===== src/rtl/step_channel_mux.sv =====
// step_channel_mux: registered N:1 channel selector with manual select or a rate-divided scan over enabled channels.
module step_channel_mux #(
    parameter int WIDTH    = 3,
    parameter int CHANNELS = 8,
    parameter int SEL_W    = 3,
    parameter int DIV_W    = 16
) (
    input  logic                      clk,
    input  logic                      rst_n,
    input  logic [CHANNELS*WIDTH-1:0] din,
    input  logic                      mode,
    input  logic [SEL_W-1:0]          sel_in,
    input  logic [CHANNELS-1:0]       en_mask,
    input  logic [DIV_W-1:0]          step_div,
    input  logic                      run,
    output logic [WIDTH-1:0]          y,
    output logic [SEL_W-1:0]          ch,
    output logic                      step,
    output logic                      wrap
);
    localparam logic [SEL_W-1:0] LAST = SEL_W'(CHANNELS - 1);

    logic [WIDTH-1:0] w_chan [2**SEL_W];
    logic [SEL_W-1:0] w_sel, w_lo, w_hi;
    logic             w_has_hi;
    logic [WIDTH-1:0] r_y;
    logic [SEL_W-1:0] r_ch;
    logic [DIV_W-1:0] r_cnt;
    logic             r_step, r_wrap, r_mode;

    for (genvar k = 0; k < 2**SEL_W; k++) begin : g_chan
        if (k < CHANNELS) begin : g_real
            assign w_chan[k] = din[k*WIDTH +: WIDTH];
        end else begin : g_pad
            assign w_chan[k] = '0;
        end
    end

    assign w_sel = (sel_in > LAST) ? LAST : sel_in;

    // Downward walk leaves the lowest enabled index and the lowest one above r_ch.
    always_comb begin
        w_lo     = '0;
        w_hi     = '0;
        w_has_hi = 1'b0;
        for (int k = CHANNELS - 1; k >= 0; k--) begin
            if (en_mask[k]) begin
                w_lo = SEL_W'(k);
                if (k > int'(r_ch)) begin
                    w_hi     = SEL_W'(k);
                    w_has_hi = 1'b1;
                end
            end
        end
    end

    always_ff @(posedge clk) begin
        if (!rst_n) begin
            r_y    <= '0;
            r_ch   <= '0;
            r_cnt  <= '0;
            r_step <= 1'b0;
            r_wrap <= 1'b0;
            r_mode <= 1'b0;
        end else begin
            r_mode <= mode;
            r_y    <= w_chan[r_ch];
            r_step <= 1'b0;
            r_wrap <= 1'b0;
            if (!mode) begin
                r_cnt  <= '0;
                r_ch   <= w_sel;
                r_step <= (w_sel != r_ch);
            end else if (!r_mode) begin
                r_cnt <= '0;
            end else if (run && |en_mask) begin
                if (r_cnt >= step_div) begin
                    r_cnt  <= '0;
                    r_ch   <= w_has_hi ? w_hi : w_lo;
                    r_step <= 1'b1;
                    r_wrap <= !w_has_hi;
                end else begin
                    r_cnt <= r_cnt + DIV_W'(1);
                end
            end else if (run) begin
                r_cnt <= '0;
            end
        end
    end

    assign y    = r_y;
    assign ch   = r_ch;
    assign step = r_step;
    assign wrap = r_wrap;
endmodule


===== config.mk =====
export PLATFORM = sky130hd
export DESIGN_NAME = step_channel_mux
export DESIGN_NICKNAME = d
export VERILOG_FILES = /design/src/rtl/step_channel_mux.sv
export SDC_FILE = /design/constraint.sdc
export NUM_CORES = 1
export LEC_CHECK = 0
export CORE_ASPECT_RATIO = 2
export CORE_UTILIZATION = 45
export CTS_CLUSTER_DIAMETER = 30
export DETAILED_ROUTE_END_ITERATION = 10
export PLACE_DENSITY = 0.74
export SLEW_MARGIN = 10
export SYNTH_ARGS = -nofsm -noshare
export SYNTH_HDL_FRONTEND = slang
export SYNTH_SLANG_ARGS = --single-unit

===== constraint.sdc =====
create_clock -name clk -period 6.92 [get_ports clk]
set_input_delay 1.384 -clock clk [delete_from_list [all_inputs] [get_ports clk]]
set_output_delay 1.384 -clock clk [all_outputs]
set_load 0.01 [all_outputs]

Word level (Yosys, flattened, before mapping) --
Index checks and enable logic that the tools add are counted.
Operators by class: reduce and logical (&&, ||, !) cells 7, $add $sub $neg 1, eq/ne operators 4, magnitude comparators 10, bitwise operators 1, mux-type cells 52
Operator list (count):
- 3-bit two-way mux | 30
- 16-bit two-way mux | 3
- 1-bit two-way mux | 18
- 16-bit by 1-bit adder with 16-bit output, second input constant | 1
- 16-bit greater-or-equal comparator | 1
- 3-bit > comparator, first input constant | 4
- 3-bit binary-select mux with 3-bit select | 1
- 8-bit OR reduction | 1
- 2-bit by 3-bit > comparator with 1-bit output, first input constant | 2
- 2-bit by 1-bit inequality test with 1-bit output, second input constant | 3
- 3-bit AND reduction | 2
- 5-bit AND reduction | 1
- 4-bit greater-or-equal comparator, second input constant | 1
- 3-bit NOT with 4-bit output | 1
- 1-bit by 3-bit > comparator with 1-bit output, first input constant | 1
- 3-bit > comparator, second input constant | 1
- 3-bit inequality test | 1
- 2-bit nonzero test | 1
- 1-bit logical AND | 1
- 1-bit logical NOT | 1
Word-level totals: register bits after elaboration 25, logic and storage cells 81, output and inout port bits 8, input bits 55

Depth between registers and ports, before layout --
Gate-level depths: netlist (run 1).
depth in word-level cells 20, gate-level depth with buffers 9, depth with buffers taken out 8

Least setup slack after synthesis (run 1) --
Ideal clock, no wire load.
path type input to register, start input port step_div[1], end register r_ch[1], in the netlist ch[1], slack 3.641 ns, arrival 3.137 ns, required time 6.778 ns, stages 8, cells stage by stage inv_1 ha_1 nor2b_1 o211a_1 o311a_4 o31a_1 o21ai_0 o311ai_0
On the way: cells in the longest elaborated chain, start to end 3
Ends and longest elaborated chain:
- start: declaration | line 14 | input logic [DIV_W-1:0] step_div,
- 16-bit greater-or-equal comparator | line 77 | if (r_cnt >= step_div) begin
- 2-bit by 1-bit inequality test with 1-bit output (no source line)
- 3-bit AND reduction (no source line)
- end signal: assignment | line 72 | r_ch <= w_sel;
- end signal: assignment | line 79 | r_ch <= w_has_hi ? w_hi : w_lo;
- end: declaration | line 27 | logic [SEL_W-1:0] r_ch;
No other way between the ends. A chain may end at the register's enable or synchronous reset.

Worst setup path in the final report (run 1) --
start input port step_div[15], end register r_cnt[3]
On the way: cells in the longest elaborated chain, start to end 3
Ends and longest elaborated chain:
- 16-bit greater-or-equal comparator | line 77
- 16-bit two-way mux | line 77
- 16-bit two-way mux | line 76 | end else if (run && |en_mask) begin
- end signal: assignment | line 83 | r_cnt <= r_cnt + DIV_W'(1);
- end: declaration | line 28 | logic [DIV_W-1:0] r_cnt;
No other way between the ends.

==> impl_metrics.ini, run 1 <==
[synth]
synth-main-ff-cell = dfxtp_1
syn_nets = 337
netlist_area_um2 = 2100
syn_inst = 265
synth_seq_cells = 25
synth_area_per_cell_um2 = 7.92
synth_cell_types = 48
synth-edff-count = 0
yosysSeqAreaShare = 0.238
postSynth.asyncResetShare = 0
ys_warn_count = 0

[floorplan]
rows = 34
io_pins = 63
die_area_um2 = 4960
die_w_um = 50.3
placeableCoreArea_um2 = 4420
start_util = 0.475
die_y_um = 98.6

[worst_setup_path]
crit_type = in2reg
cp.required_ns = 7.13
worstPathMaxFanout = 19
cp-end-kind = register
r2r_slack_ns = 4.20
cp-start-kind = input port
arrival_ns = 4.09

[pwr]
power_density_nw_per_um2 = 118
p_leak_nw = 1.09
power_mw = 0.328
irDropWorstVdd_v = 0.0000817

[routing]
drc = 0
antenna_left = 0
num_vias = 2241
first_pass_iters = 4
routedWlPerCell_um = 14.7
drt-total-wl_um = 5490
first_iter_violations = 61
vias_per_cell = 5.99

[timing]
tightest_slew_ns = 1.21
rsz0062_at_grt = no
period_needed_ns = 3.89
drv_slew = 0
setup_viol = 0
tns_ns = 0
hold_viol = 0
slew_headroom = 0.190
fin_skew_ns = 0.00332
max_freq_mhz = 257
timing.final.crit_share = 0.562

[clock_network]
ctsLongestPathBuffers = 2
cts_tree = done
cts_resized = 0
cts-root-buf = clkbuf_8
numCtsBuffers = 3
ctsHtreeMaxLevel = 1
clk_latency_ns = 0.27
path_clk_slew_ns = 0.10
cts.sink_count = 25
cts_setup_buffers = 0
cts_hold_buf = 0

[cells_and_area]
final_cell_mix = clkdlybuf4s50_1, nand2_1, inv_1, dfxtp_1, ha_1
layout.nets = 393
drive_gt1_frac = 0.0438
layout_commonest_cell = clkdlybuf4s50_1
fillers = 429
insertedDiodeCount = 0
area_delta_synth_final_pct = 32.5

[job]
cap_violations = 0

[grt]
grt_usage = 0.223
grt_pass1_wl_um = 8850
grt_max_degree = 20
grt_overflow = 0
antenna_found_initial = 0
grt_pass1_vias = 2151

[placement]
gp_congestion = 0.838
hpwlAfterDp_um = 4520
io_buffer_count = 62

[worst_hold_path]
hold_class = reg2reg

[status]
outcome = complete, no violations
## per-layer routing
metal,global-route usage,part of all wire,vias up
li1,-,-,1105
met1,0.223,0.36,1049
met2,0.455,0.58,74
met3,0.0231,0.039,13
met4,0.0598,0.019,0
met5,0,0,-
## path summary, 6_finish.rpt
| check | from | endpoint | cells after the start |
|---|---|---|---|
| max | step_div[15] | r_cnt[3] | 8 |
| min | r_cnt[9] | r_cnt[9] | 2 |
| max reg2reg | r_cnt[13] | r_cnt[3] | 6 |
| min reg2reg | r_cnt[9] | r_cnt[9] | 2 |
## layout make-up
cell class,count,area (um2),area share
clock buffer,3,41.3,0.0148
sequential,25,500,0.180
multi-input combinational,201,1440,0.518
clock inverter,1,7.51,0.00270
timing repair buffer,62,621,0.223
tap,54,67.6,0.0243
inverter,28,105,0.0378
## worst max-delay path: stages
cell and delay [ns]:
clkdlybuf4s50_1 0.46, inv_1 0.04, ha_1 0.29, a21oi_1 0.13, o21ai_0 0.23, nor2b_1 1.00
nand3_1 0.32, o21ai_0 0.24
## power breakdown
group | internal [mW] | total (mW) | switching, mW | leakage [nW]
registers | 0.147 | 0.153 | 0.00618 | 0.203
logic | 0.0514 | 0.0829 | 0.0316 | 0.869
clock network | 0.0409 | 0.0919 | 0.0510 | 0.0217
total | 0.240 | 0.328 | 0.0887 | 1.09
## kinds of logic after synthesis
| family | synth area share |
|---|---|
| simple gates | 0.243 |
| compound gates | 0.234 |
| buf+inv | 0.0757 |
| flops | 0.238 |
| fa+ha+maj | 0.101 |
| mux | 0.0834 |
| xor+xnor | 0.0250 |
## stage by stage
step,instances,instance area (um2),hold slack [ns],util,setup slack [ns]
finish,374,2780,0.524,0.629,3.03
floorplan,265,2100,0.473,-,3.64
CTS,374,2780,0.531,0.629,3.06
detailed placement,370,2730,0.511,0.618,2.77
global route,374,2780,0.558,0.629,2.83
global placement,370,2730,0.496,0.618,2.85
## registers in the layout (all words and copies together), names as in the netlist
register  cells
ch            3
r_cnt        16
r_mode        1
step          1
wrap          1
y             3
## synthesized netlist by cell type, types with 2 or more instances
| cell | instances | area (um2) |
|---|---|---|
| nor4_1 | 4 | 25.0 |
| a211o_1 | 2 | 17.5 |
| nand3b_1 | 3 | 22.5 |
| and2_1 | 3 | 18.8 |
| or3_1 | 2 | 12.5 |
| a2111oi_0 | 2 | 17.5 |
| o21ai_0 | 13 | 65.1 |
| a21oi_1 | 12 | 60.1 |
| nor3_1 | 7 | 35.0 |
| dfxtp_1 | 25 | 500 |
| o211ai_1 | 6 | 45.0 |
| and3_1 | 6 | 37.5 |
| o2111ai_1 | 2 | 17.5 |
| mux2i_1 | 4 | 40.0 |
| xor2_1 | 6 | 52.6 |
| o22ai_1 | 2 | 12.5 |
| nand2_1 | 31 | 116 |
| nand3_1 | 13 | 65.1 |
| a32oi_1 | 2 | 17.5 |
| nand2b_1 | 4 | 25.0 |
| nor2_1 | 13 | 48.8 |
| o211a_1 | 2 | 20.0 |
| ha_1 | 17 | 213 |
| nand4_1 | 11 | 68.8 |
| a31oi_1 | 3 | 18.8 |
| buf_2 | 4 | 20.0 |
| a41oi_1 | 7 | 61.3 |
| clkbuf_1 | 5 | 18.8 |
| mux4_2 | 6 | 135 |
| inv_1 | 28 | 105 |
| nor2b_1 | 3 | 18.8 |
Note: power is estimated with default switching activity, not from simulation.
==> inputs of run 2 (changes only) <==
- clock period: 6.92 -> 3.95 ns (I/O delays scaled with it)
==> run 2 against run 1 <==
Against the previous run:
- die area unchanged
- flip-flop and latch count did not move
- count of clock-buffer cells in the layout unchanged
- non-clock buffer count is 3 higher
==> impl_metrics.ini, run 2 (synthesis gave the netlist of run 1 again) <==
[status]
outcome = complete, no violations

[floorplan]
die_area_um2 = 4960
io_pins = 63
placeableCoreArea_um2 = 4420
rows = 34
start_util = 0.475
die_y_um = 98.6
die_w_um = 50.3

[clock_network]
cts_resized = 0
ctsHtreeMaxLevel = 1
path_clk_slew_ns = 0.10
cts_hold_buf = 0
cts-root-buf = clkbuf_8
cts_tree = done
ctsLongestPathBuffers = 2
cts.sink_count = 25
numCtsBuffers = 3
clk_latency_ns = 0.28
cts_setup_buffers = 0

[cells_and_area]
largest_register_ffs = 16
multi_input_area_um2 = 1440
insertedDiodeCount = 0
final_cell_mix = clkdlybuf4s50_1, nand2_1, inv_1, dfxtp_1, ha_1
layout.nets = 396
drive_gt1_frac = 0.0526
top_register = r_cnt
area_delta_synth_final_pct = 33.6
fillers = 443
seq_area_um2 = 500
layout_commonest_cell = clkdlybuf4s50_1

[timing]
period_needed_ns = 3.35
fin_skew_ns = 0.00473
rsz0062_at_grt = no
drv_slew = 0
hold_viol = 0
tightest_slew_ns = 1.29
tns_ns = 0
fin_ws_ns = 0.601
slew_headroom = 0.138
timing.final.crit_share = 0.848
setup_viol = 0
max_freq_mhz = 299

[grt]
grt_overflow = 0
grt_max_degree = 20
grt_pass1_vias = 2296
grt_pass1_wl_um = 9560
antenna_found_initial = 0
grt_usage = 0.238

[worst_setup_path]
worstPathMaxFanout = 19
worst_path_largest_cell_delay_ns = 1.05
path_common_cell = o21ai_0
crit_type = in2reg
cp.required_ns = 4.16
crit_chain = clkdlybuf4s50_1, inv_1, ha_1, a21oi_1, o21ai_0, nor2b_1, nand3_1, o21ai_0
cpMaxStageDelayCell = nor2b_1
cp-end-kind = register
arrival_ns = 3.56
cp-start-kind = input port

[worst_hold_path]
hold_class = reg2reg

[routing]
first_iter_violations = 63
vias_per_cell = 5.97
antenna_left = 0
drt-total-wl_um = 5640
first_pass_iters = 4
num_vias = 2250
routedWlPerCell_um = 15.0
drc = 0

[job]
cap_violations = 0

[pwr]
irDropWorstVdd_v = 0.000152
p_leak_nw = 1.11
power_density_nw_per_um2 = 207

[placement]
place_ws_ns = 0.367
gp_congestion = 0.806
hpwlAfterDp_um = 4560
io_buffer_count = 62
==> run 2: cell types whose count changed in the layout (fill, tap and decap cells not counted) <==
cell	change
buf_4	+3
==> run 2: cell type report <==
type,instances,area share
Tap cell,54,0.0241
Timing Repair Buffer,65,0.229
Clock inverter,1,0.00268
Sequential cell,25,0.178
Inverter,28,0.0375
Clock buffer,3,0.0147
Multi-Input combinational cell,201,0.513
==> run 2: per-stage QoR <==
| stage | area [um2] | cells | hold WS, ns | power, mW | util |
|---|---|---|---|---|---|
| floorplan | 2100 | 265 | 0.473 | 0.339 | - |
| global placement | 2760 | 373 | 0.495 | 0.419 | 0.623 |
| detailed placement | 2760 | 373 | 0.513 | 0.421 | 0.623 |
| CTS | 2810 | 377 | 0.527 | 0.582 | 0.634 |
| global route | 2810 | 377 | 0.547 | 0.607 | 0.634 |
| finish | 2810 | 377 | 0.519 | 0.580 | 0.634 |
==> run 2: power by group <==
group | switching (mW) | internal, mW | total, mW
combinational | 0.0560 | 0.0902 | 0.146
clock | 0.0921 | 0.0717 | 0.164
sequential | 0.0115 | 0.258 | 0.270
total | 0.160 | 0.420 | 0.580
==> run 2: path summary, 6_finish.rpt <==
check	startpoint	endpoint	slack, ns	cells after the start
setup reg to reg	r_cnt[13]	r_cnt[4]	1.18	6
hold / removal	r_cnt[9]	r_cnt[9]	0.52	2
setup / recovery	step_div[15]	r_cnt[4]	0.60	8
hold reg to reg	r_cnt[9]	r_cnt[9]	0.52	2
==> run 2: critical path: cells and delay by family <==
kind,cells,cell delay [ns]
compound gates,3,0.60
fa+ha+maj,1,0.30
buf+inv,2,0.50
simple gates,2,1.37
==> run 2: layer usage <==
metal  vias up  share of wire  track usage
li1       1103              -            -
met1      1053           0.36        0.234
met2        87           0.59        0.481
met3         7          0.040       0.0355
met4         0         0.0099       0.0641
met5         -              0            0
